### src/rtl/pattern_seq_detector.sv
// Pattern sequence detector: locks onto a PAT_LEN-symbol pattern and reports
// when n consecutive error-free patterns have been seen (one-shot or continuous).
module pattern_seq_detector #(
    parameter int unsigned SYM_W   = 8,
    parameter int unsigned PAT_LEN = 4,
    parameter int unsigned CNT_W   = 8
) (
    input  logic                     clk,
    input  logic                     rst,
    input  logic                     enable,
    input  logic [SYM_W-1:0]         sym_in,
    input  logic [SYM_W*PAT_LEN-1:0] pattern,
    input  logic [CNT_W-1:0]         n,
    input  logic                     mode,
    output logic                     pattern_valid,
    output logic                     locked,
    output logic [CNT_W-1:0]         seq_count,
    output logic [CNT_W-1:0]         err_count
);

    localparam int unsigned IDX_W = $clog2(PAT_LEN);
    localparam int unsigned PAT_W = SYM_W * PAT_LEN;

    typedef enum logic [1:0] {
        HUNT  = 2'd0,
        TRACK = 2'd1,
        DONE  = 2'd2
    } state_t;

    state_t             state, state_nx;
    logic [IDX_W-1:0]   idx, idx_nx;
    logic [CNT_W-1:0]   seq_nx, err_nx;
    logic               pulse;
    logic               valid_nx, locked_nx;

    logic [PAT_W-1:0]   pat_sh;
    logic [CNT_W-1:0]   n_sh;
    logic               mode_sh;

    logic [SYM_W-1:0]   cur_sym;
    logic [CNT_W-1:0]   seq_inc;
    logic [CNT_W-1:0]   n_eff;
    logic               hunt_hit, trk_sym0;

    // n = 0 behaves as 1
    assign n_eff    = (n == '0) ? CNT_W'(1) : n;
    assign seq_inc  = seq_count + CNT_W'(1);
    assign hunt_hit = (sym_in == pattern[SYM_W-1:0]);
    assign trk_sym0 = (sym_in == pat_sh[SYM_W-1:0]);

    // Expected symbol at the current position of the tracked pattern
    always_comb begin
        cur_sym = pat_sh[SYM_W-1:0];
        for (int unsigned k = 0; k < PAT_LEN; k++) begin
            if (idx == IDX_W'(k)) begin
                cur_sym = pat_sh[k*SYM_W +: SYM_W];
            end
        end
    end

    // State register and datapath registers
    always_ff @(posedge clk) begin
        if (rst) begin
            state     <= HUNT;
            idx       <= '0;
            seq_count <= '0;
            err_count <= '0;
            pat_sh    <= '0;
            n_sh      <= CNT_W'(1);
            mode_sh   <= 1'b0;
        end else begin
            state     <= state_nx;
            idx       <= idx_nx;
            seq_count <= seq_nx;
            err_count <= err_nx;
            // Configuration is only sampled while hunting; frozen once locked
            if (state == HUNT) begin
                pat_sh  <= pattern;
                n_sh    <= n_eff;
                mode_sh <= mode;
            end
        end
    end

    // Next-state logic
    always_comb begin
        state_nx = state;
        idx_nx   = idx;
        seq_nx   = seq_count;
        err_nx   = err_count;
        pulse    = 1'b0;
        if (enable) begin
            unique case (state)
                HUNT: begin
                    if (hunt_hit) begin
                        state_nx = TRACK;
                        idx_nx   = IDX_W'(1);
                    end
                end
                TRACK: begin
                    if (sym_in == cur_sym) begin
                        if (idx == IDX_W'(PAT_LEN - 1)) begin
                            idx_nx = '0;
                            if (seq_inc == n_sh) begin
                                if (mode_sh) begin
                                    pulse  = 1'b1;
                                    seq_nx = '0;
                                end else begin
                                    state_nx = DONE;
                                    seq_nx   = seq_inc;
                                end
                            end else begin
                                seq_nx = seq_inc;
                            end
                        end else begin
                            idx_nx = idx + IDX_W'(1);
                        end
                    end else begin
                        if (err_count != '1) begin
                            err_nx = err_count + CNT_W'(1);
                        end
                        seq_nx = '0;
                        // A mismatching symbol may itself start a new pattern
                        if (trk_sym0) begin
                            idx_nx = IDX_W'(1);
                        end else begin
                            state_nx = HUNT;
                            idx_nx   = '0;
                        end
                    end
                end
                DONE: begin
                    state_nx = DONE;
                end
                default: begin
                    state_nx = HUNT;
                    idx_nx   = '0;
                end
            endcase
        end
    end

    // Output decode (registered below)
    always_comb begin
        valid_nx  = 1'b0;
        locked_nx = 1'b0;
        valid_nx  = (state_nx == DONE) || pulse;
        locked_nx = (state_nx != HUNT);
    end

    always_ff @(posedge clk) begin
        if (rst) begin
            pattern_valid <= 1'b0;
            locked        <= 1'b0;
        end else begin
            pattern_valid <= valid_nx;
            locked        <= locked_nx;
        end
    end

endmodule

### config.mk
export PLATFORM = sky130hd
export DESIGN_NAME = pattern_seq_detector
export DESIGN_NICKNAME = d
export VERILOG_FILES = /design/src/rtl/pattern_seq_detector.sv
export SDC_FILE = /design/constraint.sdc
export NUM_CORES = 1
export LEC_CHECK = 0
export ABC_AREA = 1
export CORE_MARGIN = 3
export CORE_UTILIZATION = 45
export CTS_CLUSTER_SIZE = 30
export DETAILED_ROUTE_END_ITERATION = 6
export GPL_TIMING_DRIVEN = 0
export PLACE_DENSITY = 0.72
export SYNTH_ARGS = -nofsm -noshare
export SYNTH_HDL_FRONTEND = slang
export SYNTH_SLANG_ARGS = --single-unit
### constraint.sdc
create_clock -name clk -period 5.9 [get_ports clk]
set_clock_uncertainty 0.1 [all_clocks]
set_input_delay 1.18 -clock clk [delete_from_list [all_inputs] [get_ports clk]]
set_output_delay 1.18 -clock clk [all_outputs]
set_load 0.02 [all_outputs]
After elaboration in Yosys (flattened, before gate mapping). Cells that the tools add are included.

Register bits after elaboration: 63. Input bits: 52. Output and inout bits: 18.

$add $sub $neg: 3. Eq/ne operators: 13. Multiplexer cells: 27. Bitwise logic cells: 2. Reduce and logical (&&, ||, !) cells: 7.

Operator list (count): $mux 8 (8); $eq 8x8->1 (4); $mux 2 (10); $add 8x1->8 const B (2); $pmux 2 s3 (2); $eq 2x2->1 const B (4); $logic_not 8->1 (1); $ne 8x8->1 const B (1); $mux 1 (7); $reduce_and 3->1 (2); $eq 2x1->1 const B (2); $ne 2x2->1 const B (2); $reduce_and 4->1 (1); $add 2x1->2 const B (1); $logic_not 2->1 (1); $not 1->1 (2); $reduce_bool 2->1 (1); $logic_or 1x1->1 (1).

Logic depth before layout (Yosys ltp).
Depth in word-level cells: 10. Mapped depth: 19. Gate-level depth less buffers: 18.

Least setup slack after synthesis. Ideal clock, no wire load.

Path kind: input to register. Start point: in pattern[0]. End point: reg pattern_valid. Library setup time: 112 ps. Arrival: 2055 ps. Required time: 5688 ps. Setup slack: 3633 ps. Stages: 9. Path buffers: 0. Path through: xnor2_1 > nand4_1 > or2_2 > nand2_1 > a21oi_1 > nand3_1 > nand2_1 > nand2_1 > nand2_1.

Word-level cells in the longest chain between the ends: 6.

Ends and longest elaborated chain: from (decl) (RTL line 12) `input logic [SYM_W*PAT_LEN-1:0] pattern,`; $eq 8x8->1 (RTL line 48) `assign hunt_hit = (sym_in == pattern[SYM_W-1:0]);`; $mux 2 (RTL line 95) `if (hunt_hit) begin`; $pmux 2 s3 (RTL line 93) `unique case (state)`; $mux 2 (RTL line 92) `if (enable) begin`; $eq 2x2->1 (RTL line 147) `valid_nx = (state_nx == DONE) || pulse;`; $logic_or 1x1->1 (RTL line 147); to (signal assigned) (RTL line 156) `pattern_valid <= valid_nx;`; to (decl) (RTL line 15) `output logic pattern_valid,`.

Every way passes these cells. A chain may end at the register's enable or synchronous reset.

Worst setup path after layout.
Start point: reg seq_count[4]. End point: out seq_count[4].

RTL lines: from (decl) (RTL line 17) `output logic [CNT_W-1:0] seq_count,`; from (signal assigned) (RTL line 74) `seq_count <= seq_nx;`.

No word-level cell between the ends.

==> flow_summary.ini <==
[outcome]
outcome = completed

[floorplan]
die_w_um = 95.47
start_util_pct = 47.87
die_area_mm2 = 0.009115
num_rows = 31
die_h_um = 95.47
ioPinCount = 70
coreArea_mm2 = 0.007525

[worst_setup_path]
path_delay_family = buffers and inverters
worstPathMaxFanout = 6
path_class = reg2out
crit_arrival_ns = 1.48
crit_required_ns = 4.62
path_cells = clkdlybuf4s50_1
critPathBufInv = 1
cp_slowest_cell = clkdlybuf4s50_1
worst_setup_path_start_kind = flop
cp-end-kind = output pin
max_stage_delay_ns = 0.66

[clock_network]
clk_pin_slew_ns = 0.08
cts.path.max_buffers = 2
postCtsSetupRepairBufs = 0
cts-root-buf = clkbuf_8
numCtsBuffers = 9
htree_levels = 3
cts_tree = yes
cts_resized = 0
clock-sinks = 63
insertion_delay_ns = 0.34
hold_buffers = 0

[finish]
regArea_mm2 = 0.001261
drive_gt1_share_pct = 7.837
finish.utilization_pct = 61.34
fillers = 739
diodes = 0
multiInputGateArea_mm2 = 0.002059
nets = 690
syn2layout_area_growth_pct = 28.13
stdcell_count = 737

[routing]
ant_nets = 0
routed_wl_um = 9493
firstDrtPassIters = 5
drt_iter0_drc = 169
drt-wirelength-per-cell_um = 12.88
drc_errors = 0
via_count = 3725
via_per_inst = 5.054

[placed_design]
placed_cells = 721
place.gp.congestion = 0.8931
io_buffers = 69
dp_hpwl_um = 7337

[synthesis]
synth-seq-cells = 63
synthSimpleGateAreaFrac_pct = 39.39
synth.distinct_cells = 29
synth_xor_area_share_pct = 5.592
synthAdderAreaFrac_pct = 1.737
synth-warning-count = 0
ys_seq_area_share_pct = 35.01
syn-cell-area_mm2 = 0.003602
synth.avg_cell_area_um2 = 6.514
muxShareOfSynthArea_pct = 0
syn_inst = 553
synth_compound_area_share_pct = 10.46
syn_nets = 610
synth_top_family_by_area = simple AND/OR/NAND/NOR gates

[timing]
setup_violations = 0
period_share_pct = 46.86
fin_tns_setup_ns = 0
slew_viol_final = 0
finalHoldViolCount = 0
fmax_mhz = 361.7
max-slew-margin-rel_pct = 65.96
rsz0062_at_grt = no
min_period_ns = 2.765
worst_slew_pin_slew_ns = 0.5088

[power]
internal-power_mw = 0.7467
total_power_mw = 1.049
leakage_nw = 1.917
switching_share_pct = 28.79
pwr-share-seq_pct = 45.5
peakVddDrop_mv = 0.1415
power_density_mw_per_mm2 = 227.2
p_clk_share_pct = 36.2
p_comb_share_pct = 18.3
switching_power_mw = 0.3018

[grt]
grt_pass1_vias = 3432
overflow = 0
grt_pass1_wl_um = 15930
grt_start_max_net_pins = 12
antenna_found_initial = 0
grt_usage_pct = 22.22

[hold_path]
hold_path_class = reg2reg

[flow_run]
cap_violations = 0
-- metal layers --
layer / vias to the layer above / GRT usage (%) / part of all wire [%]
met3: 10 / 5.130 / 6.0
met5: - / 0 / 0
met4: 0 / 6.043 / 0.91
met1: 1682 / 29.32 / 47
met2: 106 / 36.44 / 46
li1: 1927 / - / -
-- registers in the layout, summed over array words and instances, names as in the netlist --
signal / count
idx: 2
state: 2
err_count: 8
locked: 1
n_sh: 8
pattern_valid: 1
seq_count: 8
pat_sh: 32
mode_sh: 1
-- cell usage after synthesis, drive strengths merged --
cell / instances / area (um2)
nand2: 145 / 574.3
nor2: 113 / 466.7
dfxtp: 63 / 1261
o21ai: 48 / 240.2
inv: 46 / 177.7
nand3: 41 / 225.2
a21oi: 25 / 136.4
xnor2: 20 / 175.2
clkbuf: 12 / 45.04
nand4: 10 / 62.56
nor3: 10 / 50.05
buf: 7 / 58.80
ha: 5 / 62.56
xor2: 3 / 26.28
nand3b: 2 / 15.01
nor3b: 1 / 12.51
nor4: 1 / 6.260
or2: 1 / 6.260
-- final cells by class --
class,instances,share of cell area [%]
plain buffers,19,2.250
clock buffers,11,3.063
inverters,46,3.849
clock inverters,5,1.247
flip-flops and latches,63,27.32
multi-input cells,425,44.62
well taps,99,2.684
repair buffers,69,14.96
-- layout by cell type (no fill, tap or decap), drive strengths merged --
cell / netlist / layout
a21oi: 25 / 25
buf: 7 / 7
bufinv: 0 / 1
clkbuf: 12 / 23
clkdlybuf4s50: 0 / 69
clkinv: 0 / 1
clkinvlp: 0 / 3
dfxtp: 63 / 63
ha: 5 / 5
inv: 46 / 46
nand2: 145 / 145
nand3: 41 / 41
nand3b: 2 / 2
nand4: 10 / 10
nor2: 113 / 113
nor3: 10 / 10
nor3b: 1 / 1
nor4: 1 / 1
o21ai: 48 / 48
or2: 1 / 1
xnor2: 20 / 20
xor2: 3 / 3
-- metrics by stage --
stage	area [um2]	hold slack [ns]	setup WS (ns)
final	4616	0.3807	3.135
after global placement	4417	0.3591	2.861
after CTS	4616	0.3820	3.126
after detailed placement	4417	0.3708	2.846
after floorplan	3602	0.3297	3.633
after global routing	4616	0.4112	3.044
-- power groups by stage --
stage / registers, mW / clock network [mW] / logic, mW
3_5_place_dp: 0.486 / 0 / 0.191
2_1_floorplan: 0.482 / 0 / 0.116
6_report: 0.477 / 0.379 / 0.192
3_3_place_gp: 0.485 / 0 / 0.187
4_1_cts: 0.476 / 0.386 / 0.192
5_1_grt: 0.480 / 0.403 / 0.218
-- final timing paths --
check                           slack, ns  depth (start not counted)                       from                        end
worst min register to register       0.38                          2    pat_sh[20]$_SDFFE_PP0P_    pat_sh[20]$_SDFFE_PP0P_
worst max register to register       3.57                         17        idx[0]$_SDFFE_PP0P_  seq_count[1]$_SDFFE_PP0P_
worst min-delay path                 0.38                          2    pat_sh[20]$_SDFFE_PP0P_    pat_sh[20]$_SDFFE_PP0P_
worst max-delay path                 3.14                          1  seq_count[4]$_SDFFE_PP0P_               seq_count[4]
-- logic make-up (layout without fill, tap and decap cells) --
group | Yosys count | after routing
AOI/OAI and AO/OA | 73 | 73
xor gates and xnor gates | 23 | 23
adders and majority gates | 5 | 5
buffers and inverters | 65 | 150
DFF | 63 | 63
and+or+nand+nor | 324 | 324
Power figures use the tool's default switching activity.
